## config.mk

```make
export PLATFORM = sky130hd
export DESIGN_NAME = spi_frame_scheduler_flat
export DESIGN_NICKNAME = d
export VERILOG_FILES = /design/src/rtl/spi_sched_pkg.sv /design/src/rtl/spi_frame_scheduler_if.sv /design/src/rtl/rr_arbiter.sv /design/src/rtl/spi_frame_scheduler.sv /design/src/flat_wrapper.sv
export SDC_FILE = /design/constraint.sdc
export NUM_CORES = 1
export LEC_CHECK = 0
export CORE_ASPECT_RATIO = 0.75
export CORE_UTILIZATION = 24
export CTS_CLUSTER_SIZE = 25
export DETAILED_ROUTE_END_ITERATION = 16
export GPL_TIMING_DRIVEN = 0
export PLACE_DENSITY_LB_ADDON = 0.2
export SLEW_MARGIN = 5
export SYNTH_ARGS = -nofsm -noshare
export SYNTH_HDL_FRONTEND = slang
export SYNTH_HIERARCHICAL = 1
export SYNTH_SLANG_ARGS = --single-unit
```

## constraint.sdc

```tcl
create_clock -name mainclk -period 1.52 [get_ports mainclk]
set_clock_uncertainty 0.05 [all_clocks]
set_input_delay 0.304 -clock mainclk [delete_from_list [all_inputs] [get_ports mainclk]]
set_output_delay 0.304 -clock mainclk [all_outputs]
set_load 0.02 [all_outputs]
```

## src/rtl/spi_sched_pkg.sv

```systemverilog
// Shared definitions for the SPI frame scheduler: FSM encoding, frame sizing and length rules.
package spi_sched_pkg;

   // Default frame capacity in bytes; the top-level MAX_BYTES parameter starts from this.
   localparam int unsigned DEFAULT_MAX_BYTES = 4;
   // Width of a per-requester length field (byte count minus one).
   localparam int unsigned LEN_W = 2;
   // Width of the byte index into the shadow frame.
   localparam int unsigned IDX_W = 2;
   // Width of the inter-frame gap counter (GAP_CYCLES up to 15).
   localparam int unsigned GAP_W = 4;

   typedef enum logic [2:0] {
      StIdle,
      StLoad,
      StSend,
      StRearm,
      StDone,
      StGap
   } sched_state_e;

   // Clamp a requested length (count minus one) to the last byte the frame can hold.
   function automatic logic [IDX_W-1:0] sat_len(input logic [LEN_W-1:0] len,
                                                input int unsigned  max_bytes);
      if (32'(len) > max_bytes - 32'd1) begin
         return IDX_W'(max_bytes - 32'd1);
      end
      return len;
   endfunction

endpackage

```

## src/rtl/spi_frame_scheduler_if.sv

```systemverilog
// Requester and SPI-master signals of the frame scheduler, bundled with scheduler-side and
// environment-side views.
interface spi_frame_scheduler_if #(
   parameter int unsigned NUM_REQ   = 2,
   parameter int unsigned MAX_BYTES = spi_sched_pkg::DEFAULT_MAX_BYTES
);
   import spi_sched_pkg::*;

   logic [NUM_REQ-1:0]             req;
   logic [NUM_REQ*LEN_W-1:0]       req_len;
   logic [NUM_REQ*8*MAX_BYTES-1:0] req_data;
   logic [NUM_REQ-1:0]             grant;
   logic [NUM_REQ-1:0]             done;
   logic                           busy;
   logic                           spi_transmit;
   logic [7:0]                     spi_data;
   logic                           spi_rearm;
   logic                           spi_finish;

   // Scheduler side.
   modport master (
      input  req, req_len, req_data, spi_finish,
      output grant, done, busy, spi_transmit, spi_data, spi_rearm
   );

   // Requesters plus the SPI master.
   modport slave (
      output req, req_len, req_data, spi_finish,
      input  grant, done, busy, spi_transmit, spi_data, spi_rearm
   );

endinterface

```

## src/rtl/rr_arbiter.sv

```systemverilog
// Combinational round-robin arbiter: the first requester at or after the pointer wins.
module rr_arbiter #(
   parameter int unsigned NUM_REQ = 2,
   localparam int unsigned PTR_W  = (NUM_REQ > 1) ? $clog2(NUM_REQ) : 1
) (
   input  logic [NUM_REQ-1:0] req,
   input  logic [PTR_W-1:0]   pointer,
   output logic [NUM_REQ-1:0] grant
);

   logic             found;
   logic [PTR_W-1:0] sel;

   // Walk the requesters starting at the pointer and wrap; grant the first one asserted.
   always_comb begin
      grant = '0;
      found = 1'b0;
      sel   = '0;
      for (int unsigned k = 0; k < NUM_REQ; k++) begin
         sel = PTR_W'((32'(pointer) + k) % NUM_REQ);
         if (!found && req[sel]) begin
            grant[sel] = 1'b1;
            found      = 1'b1;
         end
      end
   end

endmodule

```

## src/rtl/spi_frame_scheduler.sv

```systemverilog
// Shares one byte-wide SPI master between NUM_REQ requesters, sending each granted request as a
// multi-byte frame (highest byte first) with select held across the whole frame.
module spi_frame_scheduler #(
   parameter int unsigned NUM_REQ    = 2,
   parameter int unsigned MAX_BYTES  = spi_sched_pkg::DEFAULT_MAX_BYTES,
   parameter int unsigned GAP_CYCLES = 3
) (
   input logic                   mainclk,
   input logic                   reset,
   spi_frame_scheduler_if.master bus
);
   import spi_sched_pkg::*;

   localparam int unsigned PTR_W   = (NUM_REQ > 1) ? $clog2(NUM_REQ) : 1;
   localparam int unsigned FRAME_W = 8 * MAX_BYTES;

   sched_state_e       state_q;
   logic [NUM_REQ-1:0] grant_q;
   logic [NUM_REQ-1:0] done_q;
   logic               busy_q;
   logic               transmit_q;
   logic               rearm_q;
   logic [7:0]         data_q;
   logic               skip_q;
   logic [PTR_W-1:0]   ptr_q;
   logic [PTR_W-1:0]   owner_q;
   logic [IDX_W-1:0]   idx_q;
   logic [FRAME_W-1:0] shadow_q;
   logic [GAP_W-1:0]   gap_q;

   logic [NUM_REQ-1:0] arb_grant;
   logic [PTR_W-1:0]   win_idx;
   logic [IDX_W-1:0]   win_len;
   logic [FRAME_W-1:0] win_data;
   logic [7:0]         cur_byte;

   rr_arbiter #(
      .NUM_REQ(NUM_REQ)
   ) u_arb (
      .req    (bus.req),
      .pointer(ptr_q),
      .grant  (arb_grant)
   );

   // Encode the one-hot arbiter result so the winner's length and frame can be selected.
   always_comb begin
      win_idx = '0;
      for (int unsigned i = 0; i < NUM_REQ; i++) begin
         if (arb_grant[i]) begin
            win_idx = PTR_W'(i);
         end
      end
   end

   assign win_len  = sat_len(bus.req_len[LEN_W*win_idx +: LEN_W], MAX_BYTES);
   assign win_data = bus.req_data[FRAME_W*win_idx +: FRAME_W];
   assign cur_byte = shadow_q[8*idx_q +: 8];

   // Frame sequencer; every output is a register updated by the action of the current state.
   always_ff @(posedge mainclk) begin
      if (!reset) begin
         state_q    <= StIdle;
         grant_q    <= '0;
         done_q     <= '0;
         busy_q     <= 1'b0;
         transmit_q <= 1'b0;
         rearm_q    <= 1'b1;
         data_q     <= '0;
         skip_q     <= 1'b0;
         ptr_q      <= '0;
         owner_q    <= '0;
         idx_q      <= '0;
         shadow_q   <= '0;
         gap_q      <= '0;
      end else begin
         done_q <= '0;
         unique case (state_q)
            StIdle: begin
               transmit_q <= 1'b0;
               rearm_q    <= 1'b1;
               if (|bus.req) begin
                  grant_q  <= arb_grant;
                  owner_q  <= win_idx;
                  shadow_q <= win_data;
                  idx_q    <= win_len;
                  busy_q   <= 1'b1;
                  state_q  <= StLoad;
               end
            end
            StLoad: begin
               data_q  <= cur_byte;
               rearm_q <= 1'b1;
               state_q <= StSend;
            end
            StSend: begin
               transmit_q <= 1'b1;
               rearm_q    <= 1'b0;
               skip_q     <= 1'b0;
               // The master still shows the previous byte's finish right after a rearm.
               if (bus.spi_finish && !skip_q) begin
                  if (idx_q != '0) begin
                     idx_q   <= idx_q - 1'b1;
                     state_q <= StRearm;
                  end else begin
                     state_q <= StDone;
                  end
               end
            end
            StRearm: begin
               // Transmit stays high so select is not released between bytes.
               transmit_q <= 1'b1;
               rearm_q    <= 1'b1;
               data_q     <= cur_byte;
               skip_q     <= 1'b1;
               state_q    <= StSend;
            end
            StDone: begin
               transmit_q <= 1'b0;
               rearm_q    <= 1'b1;
               done_q     <= grant_q;
               grant_q    <= '0;
               ptr_q      <= (owner_q == PTR_W'(NUM_REQ - 1)) ? '0 : owner_q + 1'b1;
               gap_q      <= '0;
               state_q    <= StGap;
            end
            StGap: begin
               if (gap_q == GAP_W'(GAP_CYCLES)) begin
                  busy_q  <= 1'b0;
                  state_q <= StIdle;
               end else begin
                  gap_q <= gap_q + 1'b1;
               end
            end
            default: begin
               state_q <= StIdle;
               busy_q  <= 1'b0;
            end
         endcase
      end
   end

   assign bus.grant        = grant_q;
   assign bus.done         = done_q;
   assign bus.busy         = busy_q;
   assign bus.spi_transmit = transmit_q;
   assign bus.spi_data     = data_q;
   assign bus.spi_rearm    = rearm_q;

endmodule
```

## src/flat_wrapper.sv

```systemverilog
// flat-port wrapper written by rule: the top's interface ports become plain ports
module spi_frame_scheduler_flat import spi_sched_pkg::*;
#(
   parameter int unsigned NUM_REQ    = 2,
   parameter int unsigned MAX_BYTES  = spi_sched_pkg::DEFAULT_MAX_BYTES,
   parameter int unsigned GAP_CYCLES = 3
)
  (mainclk, reset, bus_req, bus_req_len, bus_req_data, bus_spi_finish, bus_grant, bus_done, bus_busy, bus_spi_transmit, bus_spi_data, bus_spi_rearm);
  spi_frame_scheduler_if #(.NUM_REQ(NUM_REQ), .MAX_BYTES(MAX_BYTES)) bus_i ();
  input logic mainclk;
  input logic reset;
  input wire logic [$bits(bus_i.req)-1:0] bus_req;
  input wire logic [$bits(bus_i.req_len)-1:0] bus_req_len;
  input wire logic [$bits(bus_i.req_data)-1:0] bus_req_data;
  input wire logic [$bits(bus_i.spi_finish)-1:0] bus_spi_finish;
  output wire logic [$bits(bus_i.grant)-1:0] bus_grant;
  output wire logic [$bits(bus_i.done)-1:0] bus_done;
  output wire logic [$bits(bus_i.busy)-1:0] bus_busy;
  output wire logic [$bits(bus_i.spi_transmit)-1:0] bus_spi_transmit;
  output wire logic [$bits(bus_i.spi_data)-1:0] bus_spi_data;
  output wire logic [$bits(bus_i.spi_rearm)-1:0] bus_spi_rearm;
  assign bus_i.req = bus_req;
  assign bus_i.req_len = bus_req_len;
  assign bus_i.req_data = bus_req_data;
  assign bus_i.spi_finish = bus_spi_finish;
  assign bus_grant = bus_i.grant;
  assign bus_done = bus_i.done;
  assign bus_busy = bus_i.busy;
  assign bus_spi_transmit = bus_i.spi_transmit;
  assign bus_spi_data = bus_i.spi_data;
  assign bus_spi_rearm = bus_i.spi_rearm;
  spi_frame_scheduler #(.NUM_REQ(NUM_REQ), .MAX_BYTES(MAX_BYTES), .GAP_CYCLES(GAP_CYCLES)) u_core (.mainclk(mainclk), .reset(reset), .bus(bus_i));
endmodule
```

# --- Word level (Yosys, flattened, before mapping) ---
# Cells that the tools add are included.
word_totals:
  output_inout_bits: 15
  inputBits: 73
  register_bits: 59
classes:
  n_shift: 3
  bitwise_logic: 2
  magnitude_cmp: 4
  n_addsub: 4
  n_reduce_logical: 27
  muxes: 32
  n_eq_ne: 11
op_table:
  columns: ["cell", "n"]
  rows:
  - ["indexed part select 64 x 7 -> 32 bit", 1]
  - ["indexed part select 32 x 6 -> 8 bit", 1]
  - ["one-hot mux 3 bit (5 select lines)", 1]
  - ["nonzero test 2 bit", 7]
  - ["2-to-1 mux 2 bit", 6]
  - ["2-to-1 mux 3 bit", 4]
  - ["2-to-1 mux 1 bit", 11]
  - ["!= test 2 x 1 -> 1 bit, second input constant", 4]
  - ["one-hot mux 2 bit (2 select lines)", 2]
  - ["one-hot mux 4 bit (2 select lines)", 1]
  - ["AND reduction 2 bit", 4]
  - ["OR reduction 2 bit", 4]
  - ["OR reduction 4 bit", 2]
  - ["equality test 3 x 2 -> 1 bit, second input constant", 2]
  - ["equality test 3 bit, second input constant", 2]
  - ["one-hot mux 1 bit (2 select lines)", 3]
  - ["AND reduction 3 bit", 2]
  - ["adder 4 x 1 -> 4 bit, second input constant", 1]
  - ["equality test 4 x 2 -> 1 bit, second input constant", 1]
  - ["logical AND 1 bit", 4]
  - ["< comparator 1 x 2 -> 1 bit, second input constant", 2]
  - ["2-to-1 mux 4 bit", 1]
  - ["AND reduction 4 bit", 1]
  - ["indexed part select 4 x 3 -> 2 bit", 1]
  - ["other kinds (11)", 15]

# --- Longest topological paths before layout ---
depth:
  ltp_word: 11
  mapped_depth: 7

# --- By module ---
# The synthesis kept the hierarchy.
modules_own_cells:
  columns: ["mod", "cells_each", "n_inst", "area_each_um2"]
  rows:
  - ["spi_frame_scheduler", 288, 1, 2930.3]
  - ["rr_arbiter", 3, 1, 18.8]

# --- Least setup slack after synthesis ---
# No wires, ideal clock.
synth_path:
  path_type: "flip-flop to flip-flop"
  start: "reg u_core.idx_q[1]"
  end: "reg u_core.idx_q[1]"
  slack_ns: -0.146
  synth_period_minus_slack_ns: 1.666
  stages_incl_launch_ff: 8
  n_path_buf: 1
  t_required_ns: 1.404
  arrival_ns: 1.550
  cell_sequence: "dfxtp_1 clkbuf_1 inv_1 ha_1 a211oi_2 o21ai_1 a211o_1 a21boi_2"
synth_between:
  elab_chain_cells: 4
  elab_cells_between_ends: 7
  cone_classes: "add/sub: 1; eq/ne: 1; mux: 3; reduce/logical: 2"
synth_rtl:
  columns: ["element", "line_no", "source"]
  rows:
  - ["from (decl)", "spi_frame_scheduler.sv:27", "logic [IDX_W-1:0] idx_q;"]
  - ["from (signal assigned)", "spi_frame_scheduler.sv:85", "idx_q <= win_len;"]
  - ["from (signal assigned)", "spi_frame_scheduler.sv:102", "idx_q <= idx_q - 1'b1;"]
  - ["subtractor 2 x 1 -> 2 bit", "spi_frame_scheduler.sv:102", null]
  - ["2-to-1 mux 2 bit", "spi_frame_scheduler.sv:101", "if (idx_q != '0) begin"]
  - ["2-to-1 mux 2 bit", "spi_frame_scheduler.sv:100", "if (bus.spi_finish && !skip_q) begin"]
  - ["one-hot mux 2 bit (2 select lines)", "spi_frame_scheduler.sv:77", "unique case (state_q)"]
# Several ways; a longest one is shown, not always the timed one. The select of a mux whose other input is x is not followed.
# A chain may end at the register's enable or synchronous reset.

# --- Worst setup path after layout ---
layout_path:
  start: "reg u_core.ptr_q"
  end: "reg u_core.idx_q[0]"
layout_between:
  elab_chain_cells: 11
  elab_cells_between_ends: 25
  cone_classes: "add/sub: 1; order compare: 4; shift: 1; mux: 14; bitwise: 1; reduce/logical: 4"
layout_rtl:
  columns: ["element", "line_no", "source"]
  rows:
  - ["from (decl)", "spi_frame_scheduler.sv:25", "logic [PTR_W-1:0] ptr_q;"]
  - ["from (signal assigned)", "spi_frame_scheduler.sv:122", "ptr_q <= (owner_q == PTR_W'(NUM_REQ - 1)) ? '0 : owner_q + 1'b1;"]
  - ["adder 1 bit, or another cell as far along", "rr_arbiter.sv:20", "sel = PTR_W'((32'(pointer) + k) % NUM_REQ);"]
  - ["< comparator 1 x 2 -> 1 bit (not written as such), or another cell as far along", "rr_arbiter.sv:22", "grant[sel] = 1'b1;"]
  - ["logical AND 1 bit (not written as such) or 2-to-1 mux 1 bit (tied branches)", "rr_arbiter.sv:22", null]
  - ["2-to-1 mux 1 bit (not written as such) or demux 1 bit (select 1 bit) (tied branches)", "rr_arbiter.sv:22", null]
  - ["demux 1 bit (select 1 bit) or 2-to-1 mux 2 bit (tied branches)", "rr_arbiter.sv:22, rr_arbiter.sv:21", null]
  - ["bitwise OR 2 bit (no line)", null, null]
  - ["2-to-1 mux 2 bit (*)", "rr_arbiter.sv:21", "if (!found && req[sel]) begin"]
  - ["net u_core.arb_grant[1]", "spi_frame_scheduler.sv:31", "logic [NUM_REQ-1:0] arb_grant;"]
  - ["2-to-1 mux 1 bit (*)", "spi_frame_scheduler.sv:49", "if (arb_grant[i]) begin"]
  - ["indexed part select 4 x 3 -> 2 bit (*)", "spi_frame_scheduler.sv:55", "assign win_len = sat_len(bus.req_len[LEN_W*win_idx +: LEN_W], MAX_BYTES);"]
  - ["2-to-1 mux 2 bit (*)", "spi_frame_scheduler.sv:81", "if (|bus.req) begin"]
  - ["one-hot mux 2 bit (2 select lines) (*)", "spi_frame_scheduler.sv:77", null]
# The timed path passes the listed nets; every way through them passes the cells marked *. The select of a mux whose other input is x is not followed.

==> impl_metrics.env <==
export IMPL_worstHoldPathType="input port to flop"
export IMPL_grt_usage_pct=14.4
export IMPL_syn_area_per_cell_sq_um=10.1
export IMPL_post_route_min_period_ns=1.51
export IMPL_cp_required_ns=1.68
export IMPL_crit_type="flop to flop"
export IMPL_grt_max_degree=11
export IMPL_nets=473
export IMPL_worstMarginPinSlew_ns=0.562
export IMPL_maxCapViolations=0
export IMPL_critPathLaunchType="flop"
export IMPL_first_iter_violations=105
export IMPL_h_tree_depth=3
export IMPL_postCtsHoldBufs=0
export IMPL_p_switching_w=0.00216
export IMPL_first_global_vias=2545
export IMPL_intPower_w=0.00502
export IMPL_drcViolationCount=0
export IMPL_cts_tree="done"
export IMPL_worstPathCellList="inv_2, a21boi_2, buf_6, mux2i_4, a21oi_2, o221a_2"
export IMPL_clkSinkCount=59
export IMPL_start_util_pct=25.0
export IMPL_clk_latency_ns=0.32
export IMPL_slew_viol_final=0
export IMPL_vdd_drop_max_mv=0.669
export IMPL_ys_types=46
export IMPL_setup_viol=0
export IMPL_switching_share_pct=30.0
export IMPL_leakage_nw=2.04
export IMPL_place_congestion=0.710
export IMPL_synth_seq_cells=59
export IMPL_grt_pass1_wl_um=13700
export IMPL_fin_ws_ns=0.0102
export IMPL_p_clk_share_pct=35.6
export IMPL_synth_top_flop_cell="dfxtp_1"
export IMPL_fp_dieH_um=98
export IMPL_pwr_share_seq_pct=31.5
export IMPL_dr_pass1_iters=4
export IMPL_dieArea_sq_um=12700
export IMPL_syn_instance_count=291
export IMPL_critPathTopFamily="compound AO/OA/AOI/OAI gates"
export IMPL_vias=2522
export IMPL_reg2reg_depth=6
export IMPL_reg2reg_to="u_core/idx_q[0]"
export IMPL_grt_ovfl_total=0
export IMPL_worst_setup_path_end_kind="flop"
export IMPL_drive_above_1_share_pct=21.8
export IMPL_worstPathArrival_ns=1.67
export IMPL_syn_num_nets=366
export IMPL_clk_path_buf_depth=2
export IMPL_grt_antenna_before_repair=0
export IMPL_r2r_start="u_core/ptr_q"
export IMPL_syn_cell_area_sq_um=2950
export IMPL_antenna_cells=0
export IMPL_comb_power_share_pct=32.9
export IMPL_hold_violations=0
export IMPL_syn_to_final_growth_pct=56.4
export IMPL_final_cell_mix="69 x clkdlybuf4s50_1, 58 x nand2_1, 53 x dfxtp_1"
export IMPL_critPathMaxStageDelay_ns=0.34
export IMPL_viasPerCell=4.46
export IMPL_io_pins=88
export IMPL_core_sq_um=11800
export IMPL_worstHoldEndpoint="u_core/gap_q[1]"
export IMPL_power_density_nw_per_um2=1550
export IMPL_maxSlewHeadroom_pct=62.5
export IMPL_period_share_pct=99.3
export IMPL_final_cells=565
export IMPL_cp_num_buf_inv=2
export IMPL_min_path_cells=2
export IMPL_ant_nets=0
export IMPL_cts_buffers=9
export IMPL_placed_cells=539
export IMPL_status="completed"
export IMPL_post_place_ws_ns=-0.842
export IMPL_dp_hpwl_um=6310
export IMPL_synth_edf_count=0
export IMPL_cp_max_fo=7
export IMPL_clk_pin_slew_ns=0.05
export IMPL_rows=34
export IMPL_worstHoldStart="reset"
export IMPL_fmax_mhz=662
export IMPL_cts_root_buf="clkbuf_16"
export IMPL_die_w_um=130
export IMPL_seq_area_frac_synth_pct=40.1
export IMPL_wl_per_cell_um=15.3
export IMPL_grt_setup_unrepaired="true"
export IMPL_layout_commonest_cell="clkdlybuf4s50_1"
export IMPL_crit_cells=6
export IMPL_postRouteWirelength_um=8660
export IMPL_r2r_slack_ns=0.01
export IMPL_port_buffers=86
export IMPL_ys_async_sr_fraction_pct=0
export IMPL_cp_slowest_cell="dfxtp_2"
export IMPL_yosysWarnings=6
-- metal layers --
layer  share of wire (%)  global-route usage, %  vias up
li1                    -                      -     1270
met3                 5.9                   4.11        2
met2                  43                   21.3       74
met5                   0                      0        -
met1                  51                   20.3     1176
met4                0.50                   3.76        0
-- power groups by stage --
stage                     Clock, W  Sequential [W]  Combinational (W)
final                      0.00255         0.00226            0.00236
after global routing       0.00267         0.00230            0.00258
after CTS                  0.00260         0.00222            0.00232
after detailed placement         0         0.00225            0.00219
after global placement           0         0.00225            0.00216
after floorplan                  0         0.00223            0.00141
-- metrics by stage --
stage	power [W]	setup TNS, ns	cell area (sq um)	hold slack (ns)	util [%]
after CTS	0.00713	0	4540	0.367	38.5
after detailed placement	0.00444	-28.04	4020	0.417	34.1
after global routing	0.00756	-0.331	4610	0.392	39.1
final	0.00717	0	4610	0.381	39.1
after global placement	0.00441	-27.55	4020	0.401	34.1
after floorplan	0.00364	0	2960	0.390	-
-- worst max-delay path by stage --
stage | endpoint | startpoint | slack [ns]
final | u_core/idx_q[0] | u_core/ptr_q | 0.01
after floorplan | u_core/shadow_q[0] | u_core/ptr_q | 0.03
after global placement | u_core/shadow_q[15] | bus_req[1] | -0.84
after detailed placement | u_core/shadow_q[15] | bus_req[1] | -0.84
after global routing | u_core/idx_q[0] | u_core/ptr_q | -0.06
after CTS | u_core/bus.spi_data[5] | u_core/state_q[2] | 0.003
-- cells in the mapped netlist, types with 5 or more instances --
| library cell | instances | area share (%) |
|---|---|---|
| mux4_2 | 8 | 6.1 |
| nor2_1 | 6 | 0.76 |
| dfxtp_1 | 59 | 40 |
| o211a_1 | 32 | 11 |
| nand2_1 | 59 | 7.5 |
| clkbuf_1 | 8 | 1.0 |
| inv_1 | 7 | 0.89 |
| buf_4 | 5 | 1.3 |
| mux2i_1 | 33 | 11 |
| o21ai_0 | 5 | 0.85 |
| a21boi_0 | 16 | 4.1 |
| buf_2 | 7 | 1.2 |
-- sequential cells by signal (all words and copies together) (netlist names), 2 cells and up --
name / cells
u_core/shadow_q: 32
u_core/bus.grant: 2
u_core/idx_q: 2
u_core/state_q: 3
u_core/gap_q: 4
u_core/bus.spi_data: 8
u_core/bus.done: 2
-- cell type report --
cell class | count | area [sq um]
Buffer | 21 | 180
Clock buffer | 12 | 256
Clock inverter | 4 | 120
Fill cell | 1163 | 7170
Inverter | 7 | 26.3
Multi-Input combinational cell | 202 | 1710
Sequential cell | 59 | 1190
Tap cell | 162 | 203
Timing Repair Buffer | 98 | 930
-- cell families (layout without fill, tap and decap cells) --
group	after synthesis	count (layout)	synth area share, %
adders and majority gates	2	2	0.848
and+or+nand+nor	87	87	15.0
buffers and inverters	30	142	5.39
DFF	59	59	40.1
muxes	41	41	17.3
xor gates and xnor gates	2	2	0.594
AOI/OAI and AO/OA	70	70	20.8
-- timing repair --
action | in CTS | in global routing
setup buffers | 8 | 4
gates resized for setup | 45 | 21
setup endpoints to repair | 53 | 40
pin swaps | 4 | 4
(Power assumes the default switching activity.)
